[config.mk]
export PLATFORM = sky130hd
export DESIGN_NAME = wb_output_select_buf
export DESIGN_NICKNAME = d
export VERILOG_FILES = /design/src/rtl/wb_output_select_buf.sv
export SDC_FILE = /design/constraint.sdc
export NUM_CORES = 1
export LEC_CHECK = 0
export CORE_MARGIN = 3
export CORE_UTILIZATION = 58
export CTS_BUF_LIST = sky130_fd_sc_hd__clkbuf_8
export CTS_CLUSTER_SIZE = 30
export DETAILED_ROUTE_END_ITERATION = 8
export GPL_ROUTABILITY_DRIVEN = 1
export PLACE_DENSITY = 0.91
export SETUP_SLACK_MARGIN = 0.2
export SKIP_CTS_REPAIR_TIMING = 1
export SLEW_MARGIN = 20
export SYNTH_ARGS = -nofsm -noshare
export SYNTH_HDL_FRONTEND = slang
export SYNTH_SLANG_ARGS = --single-unit
[constraint.sdc]
create_clock -name clk -period 4.1 [get_ports clk]
set_input_delay 0.41 -clock clk [delete_from_list [all_inputs] [get_ports clk]]
set_output_delay 0.41 -clock clk [all_outputs]
set_load 0.02 [all_outputs]
[src/rtl/wb_output_select_buf.sv]
// Writeback output selector: captures one of NUM_SRC sources into p_o with a
// one-cycle flag, and streams every capture through a show-ahead valid/ready FIFO.

module wb_src_gate #(
    parameter int DATA_W = 32,
    parameter int SEL_W  = 2,
    parameter int CODE   = 1
) (
    input  logic [SEL_W-1:0]  code,
    input  logic [DATA_W-1:0] src,
    output logic [DATA_W-1:0] gated
);
    assign gated = (code == SEL_W'(CODE)) ? src : '0;
endmodule

module wb_output_select_buf #(
    parameter int DATA_W  = 32,
    parameter int NUM_SRC = 2,
    parameter int DEPTH   = 8,
    localparam int SEL_W  = $clog2(NUM_SRC + 1),
    localparam int CNT_W  = $clog2(DEPTH) + 1
) (
    input  logic                      clk,
    input  logic                      reset,
    input  logic [SEL_W-1:0]          control_signal,
    input  logic [NUM_SRC*DATA_W-1:0] src_data,
    output logic [DATA_W-1:0]         p_o,
    output logic                      flag,
    output logic                      out_valid,
    output logic [DATA_W-1:0]         out_data,
    input  logic                      out_ready,
    output logic [CNT_W-1:0]          fifo_count,
    output logic                      ovf,
    output logic [7:0]                drop_cnt,
    output logic                      sel_err,
    input  logic                      status_clr
);
    localparam int PTR_W  = $clog2(DEPTH);
    localparam int STAGES = 1;

    logic [NUM_SRC-1:0][DATA_W-1:0] src_gated;
    logic [DATA_W-1:0]              sel_word;
    logic                           capture;
    logic                           illegal;
    logic                           full;
    logic                           pop;
    logic                           push_ok;
    logic                           drop;
    logic [STAGES:0]                vld_pipe;
    logic [STAGES:1]                vld_q;
    logic [DATA_W-1:0]              mem [DEPTH];
    logic [PTR_W-1:0]               rptr;
    logic [PTR_W-1:0]               wptr;

    // Each source is gated by its own code; at most one gate is open, so OR-merge.
    for (genvar g = 0; g < NUM_SRC; g++) begin : g_src
        wb_src_gate #(
            .DATA_W(DATA_W),
            .SEL_W (SEL_W),
            .CODE  (g + 1)
        ) u_gate (
            .code (control_signal),
            .src  (src_data[g*DATA_W +: DATA_W]),
            .gated(src_gated[g])
        );
    end

    always_comb begin
        sel_word = '0;
        for (int k = 0; k < NUM_SRC; k++)
            sel_word = sel_word | src_gated[k];
    end

    assign illegal = control_signal > SEL_W'(NUM_SRC);
    assign capture = (control_signal != '0) && !illegal;

    assign full    = fifo_count == CNT_W'(DEPTH);
    assign pop     = out_valid && out_ready;
    // A full FIFO still takes the word if the head leaves on the same edge.
    assign push_ok = capture && (!full || pop);
    assign drop    = capture && full && !pop;

    assign vld_pipe = {vld_q, capture};
    assign flag     = vld_pipe[STAGES];

    always_ff @(posedge clk or posedge reset) begin
        if (reset) begin
            vld_q <= '0;
            p_o   <= '0;
        end else begin
            vld_q <= vld_pipe[STAGES-1:0];
            if (capture)
                p_o <= sel_word;
        end
    end

    always_ff @(posedge clk) begin
        if (push_ok)
            mem[wptr] <= sel_word;
    end

    always_ff @(posedge clk or posedge reset) begin
        if (reset) begin
            rptr       <= '0;
            wptr       <= '0;
            fifo_count <= '0;
        end else begin
            if (push_ok)
                wptr <= wptr + 1'b1;
            if (pop)
                rptr <= rptr + 1'b1;
            case ({push_ok, pop})
                2'b10:   fifo_count <= fifo_count + 1'b1;
                2'b01:   fifo_count <= fifo_count - 1'b1;
                default: fifo_count <= fifo_count;
            endcase
        end
    end

    assign out_valid = fifo_count != '0;
    assign out_data  = out_valid ? mem[rptr] : '0;

    // A new event on the clearing cycle takes priority over the clear.
    always_ff @(posedge clk or posedge reset) begin
        if (reset) begin
            ovf      <= 1'b0;
            drop_cnt <= '0;
            sel_err  <= 1'b0;
        end else begin
            if (drop) begin
                ovf <= 1'b1;
                if (status_clr)
                    drop_cnt <= 8'd1;
                else if (drop_cnt != 8'hFF)
                    drop_cnt <= drop_cnt + 8'd1;
            end else if (status_clr) begin
                ovf      <= 1'b0;
                drop_cnt <= '0;
            end
            if (illegal)
                sel_err <= 1'b1;
            else if (status_clr)
                sel_err <= 1'b0;
        end
    end
endmodule

; ---- After elaboration in Yosys (flattened, before gate mapping)
; Memories as Yosys holds them, arrays and structs flattened.
; Index checks and enable logic that the tools add are counted.
[word_totals]
ff_bits = 53
ram_bits = 256
mem_count = 1
[classes]
n_addsub = 5
order_cmp = 1
n_eq_ne = 6
muxes = 13
bitwise_logic = 1
reduce_logical = 16
[mem_list]
columns = name, depth, word_bits, read_ports, rd_clocked_by_memory_dff, write_ports, line
row1 = mem, 8, 32, 1, 0, 1, 51  ; logic [DATA_W-1:0] mem [DEPTH];
[ops]
columns = cell, count
row1 = two-way mux 32 bit, 3
row2 = two-way mux 8 bit, 4
row3 = bitwise OR 32 bit, 1
row4 = nonzero test 2 bit, 5
row5 = "adder 8 x 1 -> 8 bit, second input constant", 1
row6 = "!= test 8 bit, second input constant", 1
row7 = case mux 4 bit (2 select lines), 1
row8 = "adder 3 x 1 -> 3 bit, second input constant", 2
row9 = logical AND 1 bit, 5
row10 = two-way mux 1 bit, 5
row11 = "adder 4 x 1 -> 4 bit, second input constant", 1
row12 = "== test 2 x 1 -> 1 bit, second input constant", 2
row13 = "== test 2 bit, second input constant", 2
row14 = "== test 4 bit, second input constant", 1
row15 = nonzero test 4 bit, 1
row16 = "subtractor 4 x 1 -> 4 bit, second input constant", 1
row17 = zero test 1 bit, 3
row18 = "> comparator 2 bit, second input constant", 1
row19 = AND reduction 2 bit, 1
row20 = logical OR 1 bit, 1

; ---- Longest topological paths before layout
[depth]
ltp_word = 7
ltp_mapped = 9
mapped_depth_nobuf = 9

; ---- By module
; A second synthesis with hierarchy kept.
[unflattened]
cells_unflattened = 700
hier_area_um2 = 12932.4
[by_module_without_submodules]
columns = module, n_inst, cells_each, area_each_um2, seq_area_each_um2
row1 = wb_output_select_buf, 1, 624, 12216.7, 9013.6
row2 = wb_src_gate, 2, 38, 357.8, 0.0

; ---- Least setup slack after synthesis
; OpenSTA, ideal clock, no wires.
[synth_timing]
path_kind = in2reg
from = input port control_signal[0]
to = memory mem[0][0] (enable)
setup_ps = 461
t_arrival_ps = 3535
required_ps = 3639
setup_slack_ps = 104
cell_stages = 5
path_buffers = 0
path_cell_list = inv_1 -> ha_1 -> a31oi_1 -> nand2b_1 -> nor3_1
[synth_via]
elab_chain_len = 6
[synth_rtl]
columns = item, line
row1 = "start, declared", 25  ; input logic [SEL_W-1:0] control_signal,
row2 = > comparator 2 bit, 74  ; assign illegal = control_signal > SEL_W'(NUM_SRC);
row3 = zero test 1 bit, 75  ; assign capture = (control_signal != '0) && !illegal;
row4 = logical AND 1 bit (*), 75
row5 = logical AND 1 bit (*), 80  ; assign push_ok = capture && (!full || pop);
row6 = two-way mux 1 bit (*), 98  ; if (push_ok)
row7 = two-way mux 1 bit (not written as such) (*), 99  ; mem[wptr] <= sel_word;
row8 = "end, declared", 51
; Every way passes the cells marked *; elsewhere a longest branch is shown, timed or not.

; ---- Worst setup path in the final report
[layout_timing]
from = register rptr[0]
to = output port out_data[1]
[layout_via]
elab_chain_len = 2
[layout_rtl]
columns = item, line
row1 = "start, declared", 52  ; logic [PTR_W-1:0] rptr;
row2 = "start signal, assigned", 111  ; rptr <= rptr + 1'b1;
row3 = memory (8 x 32 bit), -
row4 = two-way mux 32 bit, 121  ; assign out_data = out_valid ? mem[rptr] : '0;
row5 = "end, declared", 30  ; output logic [DATA_W-1:0] out_data,
; No other way between the ends.

==> metrics.md <==
| Metric | Value |
|---|---|
| Detailed-route wire length per cell | about 26 microns |
| Main combinational cell family by area after synthesis | multiplexers |
| R2r setup slk | roughly 1.4 ns |
| Pin count of the biggest net entering global routing | 36 |
| Clk pin slew, worst setup/hold paths | approximately 0.060 ns |
| Post-synthesis xor/xnor area fraction | less than 1% |
| Synth Area in Compound Gates | under 10% |
| Max Freq | roughly 0.28 GHz |
| Pwr Total | slightly above 0.01 W |
| Via density | 6.23 |
| Worst-path fanout max | 24 |
| EDFF count, synth | between 200 and 300 |
| Core area | 0.0206 sq mm |
| Reg2reg start | fifo_count[0]$_DFFE_PP0P_ |
| Hold violation count in the final report | 0 |
| Hold Crit Class | input pin to asynchronous set/reset pin |
| DRT Pass-1 Iters | 5 |
| Syn avg cell area | 19.6 sq um |
| Reg2reg end | mem[6][17]$_DFFE_PP_ |
| First-pass GRT wire length | between 40000 and 50000 microns |
| Critical path capture point | out_data[1] |
| Via count | roughly 7000 |
| Die X | 152 microns |
| H-Tree Level Count | 2 |
| Clock Tree Buf Depth | 3 |
| Crit path time final | between 3 and 4 ns |
| Simple logic cell fraction of the synthesized area | under 10% |
| Worst Reg-to-Reg Cells | 5 |
| Clock Skew | 0.0204 ns |
| Setup repair after global routing missed its margin | false |
| Routed Antenna Nets | 0 |
| Routed WL | 29100 microns |
| Crit path DAT | roughly 3.2 ns |
| GRT Util Overall | 26.0% |
| Relative slew slack | between 40% and 50% |
| Area Growth Syn to Fin | 23.0% |
| Remaining global-route overflow | 0 |
| Peak VDD IR | between 0.4 and 0.5 mV |
| GPL Wtd Cong | 0.816 |
| Syn Std Cell Area | 0.0123 sq mm |
| Row Count | 52 |
| Clock Sinks | between 300 and 400 |
| Final #Nets | roughly 890 |
| Slew Viols, Final | 0 |
| Layout cells sized above 1 | 22.6% |
| Period utilization | 88.2% |
| Leak | 5.46 nW |
| Die height | about 150 microns |
| Port bufs | 149 |
| Post-synthesis mux area share | ~18% |
| Post-Syn Instances | roughly 630 |
| Worst Setup SP | rptr[0]$_DFFE_PP0P_ |
| Distinct cells, synth | 40 |
| Ys async rst share | between 10% and 20% |
| Post-route DRC violation count | 0 |
| CTS tree | yes |
| Max_cap viols | 0 |
| Synthesized net count | 704 |
| Placed wire-length estimate | about 18000 microns |
| Diode count | 0 |
| CTS Buf Count | between 40 and 50 |
| Adder-cell share of the synthesized area | less than 1% |
| Clk root buf | clkbuf_8 |
| P per Cell Area | a little under 700 mW/mm^2 |
| Worst-skew pair later-pin latency | about 0.56 ns |
| Crit Path Class | flip-flop to output pin |
| Top Ports | 150 |
| Synth Register Bits | 309 |
| YS warnings | 0 |
| Worst-Margin Slew | 0.890 ns |
| Final setup viols | 0 |
| Synth Flop Type | edfxtp_1 |
| Initial drt markers | roughly 800 |
| Initial antenna violation count | 0 |
| Status | completed |
| Nature of the critical path startpoint | flip-flop |
| DIE AREA | between 0.02 and 0.025 sq mm |
| Worst Path Required | 3.69 ns |
| CP endpoint kind | output pin |
| Setup TNS | 0 ns |
| Starting Density | between 50% and 60% |
| Sequential element share of the synthesized area | between 70 and 80% |
| Vias in the first global route | ~7600 |
## cells in the mapped netlist, types with 3 or more instances
library cell  instances  area (sq um)
a21oi_1               8          40.0
a22o_1               32           280
buf_1                 8          30.0
buf_2                 7          35.0
clkbuf_1             18          67.6
dfrtp_1              53          1330
edfxtp_1            256          7690
ha_1                  7          87.6
inv_1                10          37.5
mux2_2               34           383
mux2i_1              34           340
mux4_2               64          1440
nand2_1               6          22.5
nand2b_1              3          18.8
nand3_1               4          20.0
nor2_1               42           158
nor3_1                5          25.0
o21ai_0               4          20.0
xnor2_1               6          52.6
## worst max-delay path: stages (launching register included)
cell	delay, ns
dfrtp_4	0.77
buf_4	0.46
mux4_2	0.55
mux2i_1	0.17
nor2_1	0.09
clkdlybuf4s50_1	0.61
## worst min-delay path by stage
stage                        startpoint             endpoint
floorplan           wptr[0]$_DFFE_PP0P_  wptr[0]$_DFFE_PP0P_
global placement    sel_err$_DFFE_PP0P_  sel_err$_DFFE_PP0P_
detailed placement      ovf$_DFFE_PP0P_      ovf$_DFFE_PP0P_
CTS                               reset  p_o[21]$_DFFE_PP0P_
global route                      reset  sel_err$_DFFE_PP0P_
finish                            reset      ovf$_DFFE_PP0P_
## placed cells by master, fill, tap and decap left out, types with 2 or more instances in the layout
cell             instances
edfxtp_1               256
clkdlybuf4s50_1        149
mux4_2                  64
clkbuf_8                52
dfrtp_1                 50
nor2_1                  36
inv_1                   36
mux2_2                  34
mux2i_1                 34
a22o_1                  32
buf_4                   15
a21oi_1                  8
nand2_1                  6
xnor2_1                  6
nor2_4                   6
clkinv_1                 6
ha_1                     5
nand3_1                  4
o21ai_0                  4
nor3_4                   3
nor3_1                   3
nand2b_1                 3
clkinv_2                 3
buf_12                   3
inv_2                    2
nand4_1                  2
xor2_1                   2
or3_1                    2
and4_1                   2
a21o_1                   2
ha_2                     2
inv_8                    2
dfrtp_4                  2
## cell families after synthesis
family	Yosys count
AOI/OAI and AO/OA	56
xor gates and xnor gates	8
adders and majority gates	7
buffers and inverters	44
DFF	309
muxes	132
and+or+nand+nor	71
## per-layer routing
metal / share of wire, % / track usage, % / vias up
met5: 0 / 0 / -
met4: 2.4 / 8.58 / 0
met2: 52 / 44.6 / 422
met1: 37 / 33.8 / 3587
met3: 8.2 / 5.06 / 56
li1: - / - / 2916
## state kept, by name, indices dropped and copies added (netlist names)
signal      cells
drop_cnt        8
fifo_count      4
flag            1
mem           256
ovf             1
p_o            32
rptr            3
sel_err         1
wptr            3
## per-stage QoR
| step | cells | cell area [sq um] | hold WS, ns | util (%) | setup WS (ns) |
|---|---|---|---|---|---|
| finish | 1121 | 15100 | 0.334 | 73.7 | 0.483 |
| global route | 1121 | 15100 | 0.386 | 73.7 | 0.304 |
| CTS | 1121 | 15100 | 0.333 | 73.6 | 0.412 |
| detailed placement | 1031 | 14300 | 0.482 | 69.4 | 0.791 |
| global placement | 1031 | 14300 | 0.469 | 69.4 | 0.907 |
| floorplan | 627 | 12300 | 0.480 | - | 0.957 |
## layout make-up
| cell class | instances | area (sq um) |
|---|---|---|
| flip-flops and latches | 309 | 9020 |
| clock buffers | 52 | 716 |
| fillers | 1130 | 5420 |
| well taps | 270 | 338 |
| multi-input cells | 274 | 3200 |
| repair buffers | 167 | 1660 |
| clock inverters | 38 | 161 |
| inverters | 11 | 41.3 |
## report_power, final
group	internal [W]	switching (W)	total, W	leakage [nW]
clock network	0.00118	0.00117	0.00235	0.551
registers	0.00393	0.000457	0.00439	3.05
logic	0.00176	0.00182	0.00358	1.86
(Power assumes the default switching activity.)
